**src/rtl/stim_pkg.sv**
```systemverilog
// -----------------------------------------------------------------------------
// stim_pkg
// Shared definitions for the stimulus driver: default vector widths, the bit
// layout of a STIM_FIFO word and the driver state encoding.
//
// STIM_FIFO word layout (SFD_WIDTH = 30 bits by default):
//   [29:6] input_vector   applied to the DUT input pins
//   [5:1]  cycle_info     settle cycles (mode 0) or clock pulses (mode 1)
//   [0]    mode_select    0 = combinational DUT, 1 = sequential DUT
// -----------------------------------------------------------------------------
package stim_pkg;

   localparam int STF_WIDTH   = 24;
   localparam int CYCLE_RANGE = 5;
   localparam int SFD_WIDTH   = STF_WIDTH + CYCLE_RANGE + 1;

   localparam int VEC_LSB  = 6;
   localparam int CYC_LSB  = 1;
   localparam int MODE_BIT = 0;

   typedef enum logic [2:0] {
      S_IDLE,
      S_FETCH,
      S_LOAD,
      S_SETTLE,
      S_CLK_HI,
      S_CLK_LO,
      S_SAMPLE,
      S_WRITE
   } state_t;

endpackage

```
**src/rtl/stim_driver_timer.sv**
```systemverilog
// -----------------------------------------------------------------------------
// stim_driver_timer
// Loadable down-counter that paces the settle window or the number of DUT
// clock pulses for one stimulus vector.
//
// Ports:
//   clock       in   system clock
//   reset_n     in   asynchronous, active-low reset (count returns to 0)
//   load        in   load load_value into the counter (wins over dec)
//   load_value  in   WIDTH  value to load
//   dec         in   decrement the counter by one
//   at_one      out  count is exactly 1 (last settle cycle / last pulse)
// -----------------------------------------------------------------------------
module stim_driver_timer #(
   parameter int WIDTH = stim_pkg::CYCLE_RANGE
) (
   input  logic             clock,
   input  logic             reset_n,
   input  logic             load,
   input  logic [WIDTH-1:0] load_value,
   input  logic             dec,
   output logic             at_one
);

   logic [WIDTH-1:0] cnt;

   always_ff @(posedge clock or negedge reset_n) begin
      if (!reset_n) begin
         cnt <= '0;
      end else if (load) begin
         cnt <= load_value;
      end else if (dec) begin
         cnt <= cnt - WIDTH'(1);
      end
   end

   assign at_one = (cnt == WIDTH'(1));

endmodule

```
**src/rtl/stim_driver.sv**
```systemverilog
// -----------------------------------------------------------------------------
// stim_driver
// Read-side consumer of STIM_FIFO. For every entry it pops, it drives the
// input vector onto the DUT, then either waits a settle time (mode 0) or
// pulses the DUT clock (mode 1), samples the DUT outputs and pushes the
// captured word into RESULT_FIFO.
//
// Ports:
//   clock          in   system clock
//   reset_n        in   asynchronous, active-low reset
//   enable         in   permit fetching new vectors
//   busy           out  high whenever the driver is not idle
//   sfifo_data     in   SFD_WIDTH  STIM_FIFO q (normal mode, valid after rdreq)
//   sfifo_rdreq    out  STIM_FIFO read request
//   sfifo_rdempty  in   STIM_FIFO empty
//   dut_in         out  STF_WIDTH  DUT input pins (held until next vector)
//   dut_clk        out  generated DUT clock
//   dut_out        in   STF_WIDTH  DUT output pins (already synchronised)
//   rfifo_data     out  STF_WIDTH  captured DUT outputs
//   rfifo_wrreq    out  RESULT_FIFO write request
//   rfifo_wrfull   in   RESULT_FIFO full
//   vec_count      out  16-bit count of accepted result writes, present only
//                       when STIM_DRIVER_VCOUNT_EN is defined
// -----------------------------------------------------------------------------
module stim_driver #(
   parameter int STF_WIDTH   = stim_pkg::STF_WIDTH,
   parameter int CYCLE_RANGE = stim_pkg::CYCLE_RANGE,
   parameter int SFD_WIDTH   = STF_WIDTH + CYCLE_RANGE + 1
) (
   input  logic                 clock,
   input  logic                 reset_n,
   input  logic                 enable,
   output logic                 busy,
   input  logic [SFD_WIDTH-1:0] sfifo_data,
   output logic                 sfifo_rdreq,
   input  logic                 sfifo_rdempty,
   output logic [STF_WIDTH-1:0] dut_in,
   output logic                 dut_clk,
   input  logic [STF_WIDTH-1:0] dut_out,
   output logic [STF_WIDTH-1:0] rfifo_data,
   output logic                 rfifo_wrreq,
   input  logic                 rfifo_wrfull
`ifdef STIM_DRIVER_VCOUNT_EN
   ,
   output logic [15:0]          vec_count
`endif
);

   import stim_pkg::*;

   state_t                 state;
   logic [CYCLE_RANGE-1:0] cyc_field;
   logic                   mode_field;
   logic [CYCLE_RANGE-1:0] load_value;
   logic                   timer_load;
   logic                   timer_dec;
   logic                   timer_at_one;

   assign cyc_field  = sfifo_data[CYC_LSB +: CYCLE_RANGE];
   assign mode_field = sfifo_data[MODE_BIT];

   // A zero cycle count still gives one settle cycle / one clock pulse.
   assign load_value = (cyc_field == '0) ? CYCLE_RANGE'(1) : cyc_field;
   assign timer_load = (state == S_LOAD);
   assign timer_dec  = ((state == S_SETTLE) || (state == S_CLK_LO)) && !timer_at_one;

   assign busy = (state != S_IDLE);

   // The write strobe is gated by the live full flag so that a full
   // RESULT_FIFO can never see a write, even in the cycle it turns full.
   assign rfifo_wrreq = (state == S_WRITE) && !rfifo_wrfull;

   stim_driver_timer #(
      .WIDTH (CYCLE_RANGE)
   ) u_timer (
      .clock      (clock),
      .reset_n    (reset_n),
      .load       (timer_load),
      .load_value (load_value),
      .dec        (timer_dec),
      .at_one     (timer_at_one)
   );

   // NOTE: all state and registered outputs use non-blocking assignments so
   // every register samples pre-edge values, independent of statement order.
   always_ff @(posedge clock or negedge reset_n) begin
      if (!reset_n) begin
         state       <= S_IDLE;
         dut_in      <= '0;
         dut_clk     <= 1'b0;
         rfifo_data  <= '0;
         sfifo_rdreq <= 1'b0;
      end else begin
         // Single-cycle strobes default low; only the transitions below raise them.
         sfifo_rdreq <= 1'b0;
         dut_clk     <= 1'b0;
         case (state)
            S_IDLE: begin
               if (enable && !sfifo_rdempty) begin
                  state       <= S_FETCH;
                  sfifo_rdreq <= 1'b1;
               end
            end
            // q of a normal-mode FIFO appears the cycle after rdreq.
            S_FETCH: state <= S_LOAD;
            S_LOAD: begin
               dut_in <= sfifo_data[VEC_LSB +: STF_WIDTH];
               if (mode_field) begin
                  state   <= S_CLK_HI;
                  dut_clk <= 1'b1;
               end else begin
                  state <= S_SETTLE;
               end
            end
            S_SETTLE: begin
               if (timer_at_one) state <= S_SAMPLE;
            end
            S_CLK_HI: state <= S_CLK_LO;
            S_CLK_LO: begin
               if (timer_at_one) begin
                  state <= S_SAMPLE;
               end else begin
                  state   <= S_CLK_HI;
                  dut_clk <= 1'b1;
               end
            end
            S_SAMPLE: begin
               rfifo_data <= dut_out;
               state      <= S_WRITE;
            end
            S_WRITE: begin
               if (!rfifo_wrfull) state <= S_IDLE;
            end
            default: state <= S_IDLE;
         endcase
      end
   end

`ifdef STIM_DRIVER_VCOUNT_EN
   always_ff @(posedge clock or negedge reset_n) begin
      if (!reset_n) begin
         vec_count <= '0;
      end else if (rfifo_wrreq) begin
         vec_count <= vec_count + 16'd1;
      end
   end
`endif

endmodule

```
**config.mk**
```make
export PLATFORM = sky130hd
export DESIGN_NAME = stim_driver
export DESIGN_NICKNAME = d
export VERILOG_FILES = /design/src/rtl/stim_pkg.sv /design/src/rtl/stim_driver_timer.sv /design/src/rtl/stim_driver.sv
export SDC_FILE = /design/constraint.sdc
export NUM_CORES = 1
export LEC_CHECK = 0
export ABC_AREA = 1
export CAP_MARGIN = 20
export CORE_MARGIN = 2
export CORE_UTILIZATION = 39
export CTS_BUF_LIST = sky130_fd_sc_hd__clkbuf_4
export DETAILED_ROUTE_END_ITERATION = 8
export GPL_ROUTABILITY_DRIVEN = 1
export PLACE_DENSITY = 0.78
export SETUP_SLACK_MARGIN = 0.02
export SYNTH_ARGS = -nofsm -noshare
export SYNTH_HDL_FRONTEND = slang
export SYNTH_HIERARCHICAL = 1
export SYNTH_SLANG_ARGS = --single-unit
```
**constraint.sdc**
```tcl
create_clock -name clock -period 1.7 [get_ports clock]
set_clock_uncertainty 0.2 [all_clocks]
set_input_delay 0.17 -clock clock [delete_from_list [all_inputs] [get_ports clock]]
set_output_delay 0.17 -clock clock [all_outputs]
set_load 0.03 [all_outputs]
```
==> results.json, run 1 <==
{
  "status": "finished, violations left",
  "violations": "negative setup slack",
  "synth_area_um2": 2570,
  "avgViaCountPerCell": 4.55,
  "synthesis.instances": 302,
  "drive_gt1_frac": 0.162,
  "track_usage": 0.179,
  "fin_crit_ps": 1750,
  "synth_nets": 363,
  "worstMarginPinSlew_ps": 338,
  "ys_seq_area_frac": 0.564,
  "max_freq_mhz": 572,
  "tns_ps": -127,
  "rsz0062_at_grt": "yes",
  "yosysMostFrequentCell": "nand2_1",
  "drtAntennaViolNets": 0,
  "yosysWarnings": 6,
  "ys.flop_type": "dfrtp_1",
  "dp_hpwl_um": 4370,
  "cts-root-buf": "clkbuf_4",
  "firstDrtPassIters": 4,
  "leakage_nw": 2.13,
  "die_y_um": 85.2,
  "cts_max_level": 3,
  "grt_max_degree": 59,
  "drt-initial-drc-count": 72,
  "cts_made_buffers": 9,
  "hold_viol": 0,
  "grt_pass1_vias": 2394,
  "synth_top_area_frac": 0.564,
  "ios": 111,
  "grt_pass1_wl_um": 10400,
  "clock_latency_ps": 370,
  "final_max_slew_viol_count": 0,
  "die_x_um": 85.2,
  "crit_arrival_ps": 1840,
  "synth_edf_count": 0,
  "postLayoutCellArea_um2": 3980,
  "postSynthAreaPerCell_um2": 8.52,
  "synthTopCellsByCount": "119 x nand2_1, 58 x dfrtp_1, 39 x inv_1, 15 x nor2_1, 15 x o21ai_0",
  "async_flop_share": 1.00,
  "synthTopCellsByArea": "dfrtp_1 56%, nand2_1 17%, inv_1 5.7%",
  "wl_per_cell_um": 12.5,
  "rows": 29,
  "crit_type": "flip-flop to flip-flop",
  "crit_path_start_kind": "flip-flop",
  "yosysUniqueCellTypes": 23,
  "timing.final.crit_share": 1.03,
  "gp_congestion": 0.885,
  "min_path_type": "input pin to flip-flop",
  "core_um2": 6350,
  "p_per_area_nw_per_um2": 1970,
  "ys_ff_latch": 58,
  "start_util": 0.405,
  "clockBufferDepth": 2,
  "fin_ws_ps": -46.9,
  "setup_viol": 5,
  "irDropWorstVdd_mv": 1.07,
  "cts_sinks": 58,
  "fin_nets": 489,
  "wirelength_um": 6380,
  "crit_fanout": 5,
  "netlist.top_cell.by_area": "dfrtp_1",
  "vias": 2315,
  "port_buffers": 110,
  "placed_area_um2": 3740,
  "clk_pin_slew_ps": 100,
  "drc": 0,
  "area_growth_pct": 54.7,
  "overflow": 0,
  "n_fill_cell": 565,
  "antenna_found_initial": 0,
  "tritoncts": "yes",
  "max_cap_viol_count": 0,
  "slew-limit-headroom": 0.776,
  "hold_slack_ps": 124,
  "n_antenna_cell": 0,
  "die_area_um2": 7260,
  "end_kind": "flip-flop",
  "cp.required_ps": 1790
}
power breakdown:
group	internal (mW)	switching [mW]
logic	1.68	2.91
clock network	0.293	0.466
registers	2.07	0.407
total	4.04	3.79
final timing paths:
check,startpoint,to,slack [ps],cells after the start
min,sfifo_data[23],dut_in[17]$_DFFE_PN0N_,120,3
max in group asynchronous,reset_n,state[1]$_DFFE_PN0P_,890,3
max reg2reg,u_timer/cnt[1]$_DFFE_PN0P_,u_timer/cnt[1]$_DFFE_PN0P_,-50,12
min reg2reg,dut_in[3]$_DFFE_PN0N_,dut_in[3]$_DFFE_PN0N_,270,2
min in group asynchronous,reset_n,dut_in[17]$_DFFE_PN0N_,140,3
max,u_timer/cnt[1]$_DFFE_PN0P_,u_timer/cnt[1]$_DFFE_PN0P_,-50,12
worst max-delay path, cell delays in order (launching register included):
cell and delay, ps:
dfrtp_1 400, inv_2 80, ha_4 140, nand2_4 50, nor2_4 110, inv_2 50
nand2_2 70, nor2_4 40, inv_2 80, nand2_4 70, nor2_4 210, a21boi_2 90
o21ai_2 70
logic make-up after synthesis:
logic type / count (synthesis) / synth area share
compound gates: 35 / 0.0788
xor+xnor: 1 / 0.00341
fa+ha+maj: 2 / 0.00973
buf+inv: 57 / 0.108
flops: 58 / 0.564
simple gates: 149 / 0.236
state kept, by name, indices dropped and copies added, names as in the netlist:
name and flops:
state 3, u_timer/cnt 5, dut_clk 1, sfifo_rdreq 1, dut_in 24, rfifo_data 24
final cells by class:
type                            count  area [um^2]  area share
Clock buffer                       10         75.1      0.0189
Clock inverter                      5         22.5     0.00566
Tap cell                           77         96.3      0.0242
Inverter                           41          161      0.0406
Timing Repair Buffer              131         1220       0.308
Multi-Input combinational cell    187          946       0.238
Sequential cell                    58         1450       0.365
metrics by stage:
stage / instances / total power, mW / utilization / setup WS (ps)
detailed placement: 483 / 7.00 / 0.589 / -193
CTS: 500 / 7.50 / 0.604 / -75.5
global route: 509 / 8.47 / 0.627 / -141
floorplan: 302 / 5.27 / - / 55.1
global placement: 483 / 6.85 / 0.589 / -56.7
finish: 509 / 7.83 / 0.627 / -46.9
layer usage:
metal	part of all wire	wire length (um)	track usage
met5	0	0	0
met4	0.027	173	0.0823
met3	0.060	380	0.0379
met2	0.50	3170	0.308
met1	0.42	2650	0.214
layout by cell type, fill, tap and decap left out, types with 3 or more instances in the layout:
| master | instances |
|---|---|
| buf_4 | 17 |
| dfrtp_1 | 56 |
| inv_2 | 4 |
| o21ai_2 | 6 |
| buf_6 | 3 |
| clkdlybuf4s50_1 | 57 |
| o21ai_1 | 6 |
| nand2_4 | 3 |
| nor2_1 | 9 |
| clkinv_2 | 3 |
| dlygate4sd2_1 | 50 |
| nand2_1 | 115 |
| inv_1 | 34 |
| a21oi_1 | 3 |
| nor2_4 | 5 |
| inv_4 | 3 |
| nand3_1 | 9 |
| clkbuf_4 | 10 |
| o21ai_0 | 15 |
timing repair:
action,4_1_cts,5_1_grt
pin swaps,4,13
buffers inserted,1,9
hold buffers,1,0
endpoints found under the setup margin,57,11
gates resized for setup,65,24
gates cloned,0,0
hold endpoints to repair,58,0
No activity file was read; power rests on OpenSTA's default activity.
==> inputs of run 2 (changes only) <==
CTS_CLUSTER_SIZE = 20   (was not set)
==> results of run 2 <==
The final DEF is identical to that of run 1; final timing and power are the same.
==> inputs of run 3 (changes only) <==
CORE_MARGIN = not set   (was 2)
CTS_BUF_LIST = sky130_fd_sc_hd__clkbuf_8   (was sky130_fd_sc_hd__clkbuf_4)
SYNTH_HIERARCHICAL = not set   (was 1)
==> run 3 against run 2 <==
Combinational power fell by 5.2%. The flow now finishes without violations. Non-clock buffer count decreased by 5. Setup slack improved by 160 ps. Utilization up 2.5 points. Critical path type is now flip-flop to output port. Clock power rose by 71%. Largest power group unchanged. Critical endpoint is now rfifo_wrreq. Via count is 8.4% higher. Cell count increased by 2.2%. Clock-buffer cell count is 2 higher. Largest cell class unchanged. Die area decreased by 6.1%. Design area is 0.19% lower.
==> results.json, run 3 <==
{
  "status": "completed",
  "grt_pass1_vias": 2440,
  "yosysWarnings": 0,
  "reg2reg_depth": 6,
  "min_path_type": "input pin to asynchronous set/reset pin",
  "wirelength_um": 6750,
  "n_antenna_cell": 0,
  "yosysUniqueCellTypes": 14,
  "r2r-start": "state[2]$_DFFE_PN0P_",
  "ys_seq_area_frac": 0.573,
  "ys.flop_type": "dfrtp_1",
  "final_cell_mix": "155 x nand2_1, 57 x clkdlybuf4s50_1, 55 x dfrtp_1, 50 x dlygate4sd2_1, 39 x nand3_1",
  "crit_arrival_ps": 1220,
  "async_flop_share": 1.00,
  "multi_input_area_um2": 947,
  "fin_crit_ps": 1590,
  "slew-limit-headroom": 0.777,
  "track_usage": 0.202,
  "drt-initial-drc-count": 77,
  "clock_latency_ps": 330,
  "die_y_um": 82.6,
  "synthTopCellsByArea": "dfrtp_1 57%, nand2_1 24%, nand3_1 7.9%",
  "fin_util": 0.652,
  "power.total_mw": 8.13,
  "synth_nets": 379,
  "regToRegSetupSlack_ps": 150,
  "end_kind": "output port",
  "crit_type": "flip-flop to output port",
  "finalNonFillerCells": 520,
  "tritoncts": "yes",
  "cts-root-buf": "clkbuf_8",
  "synth_top_area_frac": 0.573,
  "grt_pass1_wl_um": 10300,
  "n_fill_cell": 543,
  "drtAntennaViolNets": 0,
  "dp_hpwl_um": 4600,
  "avgViaCountPerCell": 4.83,
  "hold_viol": 0,
  "netlist.top_cell.by_area": "dfrtp_1",
  "seqCellArea_um2": 1460,
  "synthesis.instances": 318,
  "gp_congestion": 0.900,
  "timing.final.crit_share": 0.933,
  "synth_area_um2": 2530,
  "setup_viol": 0,
  "tns_ps": 0,
  "final_max_slew_viol_count": 0,
  "fin_nets": 502,
  "synth_edf_count": 0,
  "grt_max_degree": 59,
  "cts_max_level": 3,
  "ys_ff_latch": 58,
  "die_area_um2": 6820,
  "antenna_found_initial": 0,
  "crit_path_start_kind": "flip-flop",
  "core_um2": 6100,
  "dp_cells": 501,
  "cp.required_ps": 1330,
  "leakage_nw": 2.15,
  "start_util": 0.415,
  "cts_sinks": 58,
  "wl_per_cell_um": 13.0,
  "rows": 28,
  "r2r-end": "u_timer.cnt[1]$_DFFE_PN0P_",
  "synthTopCellsByCount": "159 x nand2_1, 58 x dfrtp_1, 40 x nand3_1, 20 x inv_1, 15 x nor2_1",
  "cts_made_buffers": 9,
  "yosysMostFrequentCell": "nand2_1",
  "top_regs": "dut_in (24), rfifo_data (24), u_timer.cnt (5)",
  "firstDrtPassIters": 4,
  "worstMarginPinSlew_ps": 335,
  "clk_pin_slew_ps": 70,
  "max_cap_viol_count": 0,
  "mostFrequentLayoutCell": "nand2_1",
  "port_buffers": 110,
  "max_freq_mhz": 631,
  "irDropWorstVdd_mv": 1.26,
  "area_growth_pct": 56.9,
  "overflow": 0,
  "clockBufferDepth": 2,
  "crit_fanout": 6,
  "rsz0062_at_grt": "no",
  "postSynthAreaPerCell_um2": 7.96,
  "die_x_um": 82.6,
  "drc": 0,
  "p_per_area_nw_per_um2": 2050,
  "ios": 111,
  "vias": 2510,
  "drive_gt1_frac": 0.0989
}
[run 3: changes by cell type in the layout (fill, tap and decap cells not counted), moves of 5 or more]
cell	change
nand2_1	+40
nand3_1	+30
inv_1	-14
clkbuf_8	+12
clkbuf_4	-10
o21ai_0	-9
o21ai_2	-6
nor2_4	-5
o21ai_1	-5
[run 3: routing by layer]
layer	vias to the layer above	track usage	wire (um)	part of all wire
met4	0	0.0983	112	0.017
met5	-	0	0	0
met3	11	0.0549	563	0.083
li1	1228	-	-	-
met1	1168	0.220	2850	0.42
met2	103	0.363	3220	0.48
[run 3: cell type report]
type,instances,area share
inverter,21,0.0198
clock inverter,3,0.00976
timing repair buffer,126,0.300
multi-input combinational,225,0.238
sequential,58,0.366
tap,75,0.0236
clock buffer,12,0.0416
[run 3: worst max path at each step]
stage,from,to,slack (ps),depth (start not counted)
CTS,state[2]$_DFFE_PN0P_,rfifo_wrreq,20,4
floorplan,u_timer.cnt[1]$_DFFE_PN0P_,u_timer.cnt[1]$_DFFE_PN0P_,180,9
global route,state[2]$_DFFE_PN0P_,u_timer.cnt[2]$_DFFE_PN0P_,30,6
detailed placement,u_timer.cnt[1]$_DFFE_PN0P_,u_timer.cnt[1]$_DFFE_PN0P_,-30,8
finish,state[0]$_DFFE_PN0P_,rfifo_wrreq,110,5
global placement,u_timer.cnt[1]$_DFFE_PN0P_,u_timer.cnt[1]$_DFFE_PN0P_,90,9
[run 3: through the flow]
step                hold slack (ps)  setup slack, ps  instance area, um^2
floorplan                      -326              182                 2530
global placement              -3.43             88.2                 3740
detailed placement             3.69            -29.4                 3740
CTS                             161             20.9                 3910
global route                    183             25.6                 3970
finish                          163              114                 3970
[run 3: worst max-delay path, cell delays in order (launching register included)]
cell,delay [ps]
dfrtp_2,420
nand2_2,90
inv_2,60
nand2_2,50
nor2_2,100
buf_4,160
[run 3: report_power, final]
group | leakage, nW | total, mW | switching (mW) | internal, mW
combinational | 1.33 | 4.35 | 2.82 | 1.52
sequential | 0.710 | 2.48 | 0.399 | 2.08
clock | 0.110 | 1.30 | 0.519 | 0.781
total | 2.15 | 8.13 | 3.74 | 4.39
[run 3: timing repair]
item,4_1_cts,5_1_grt
cloned,0,1
pin swaps,0,2
gates resized for setup,55,10
setup endpoints to repair,56,8
hold endpoints to repair,58,0
setup buffers,0,2
hold buffers,1,0
[run 3: kinds of logic (layout without fill, tap and decap cells)]
kind of cell / after synthesis / count (layout) / synth area share
and+or+nand+nor: 214 / 214 / 0.337
DFF: 58 / 58 / 0.573
buffers and inverters: 35 / 162 / 0.0613
AOI/OAI and AO/OA: 9 / 9 / 0.0183
adders and majority gates: 2 / 2 / 0.00988
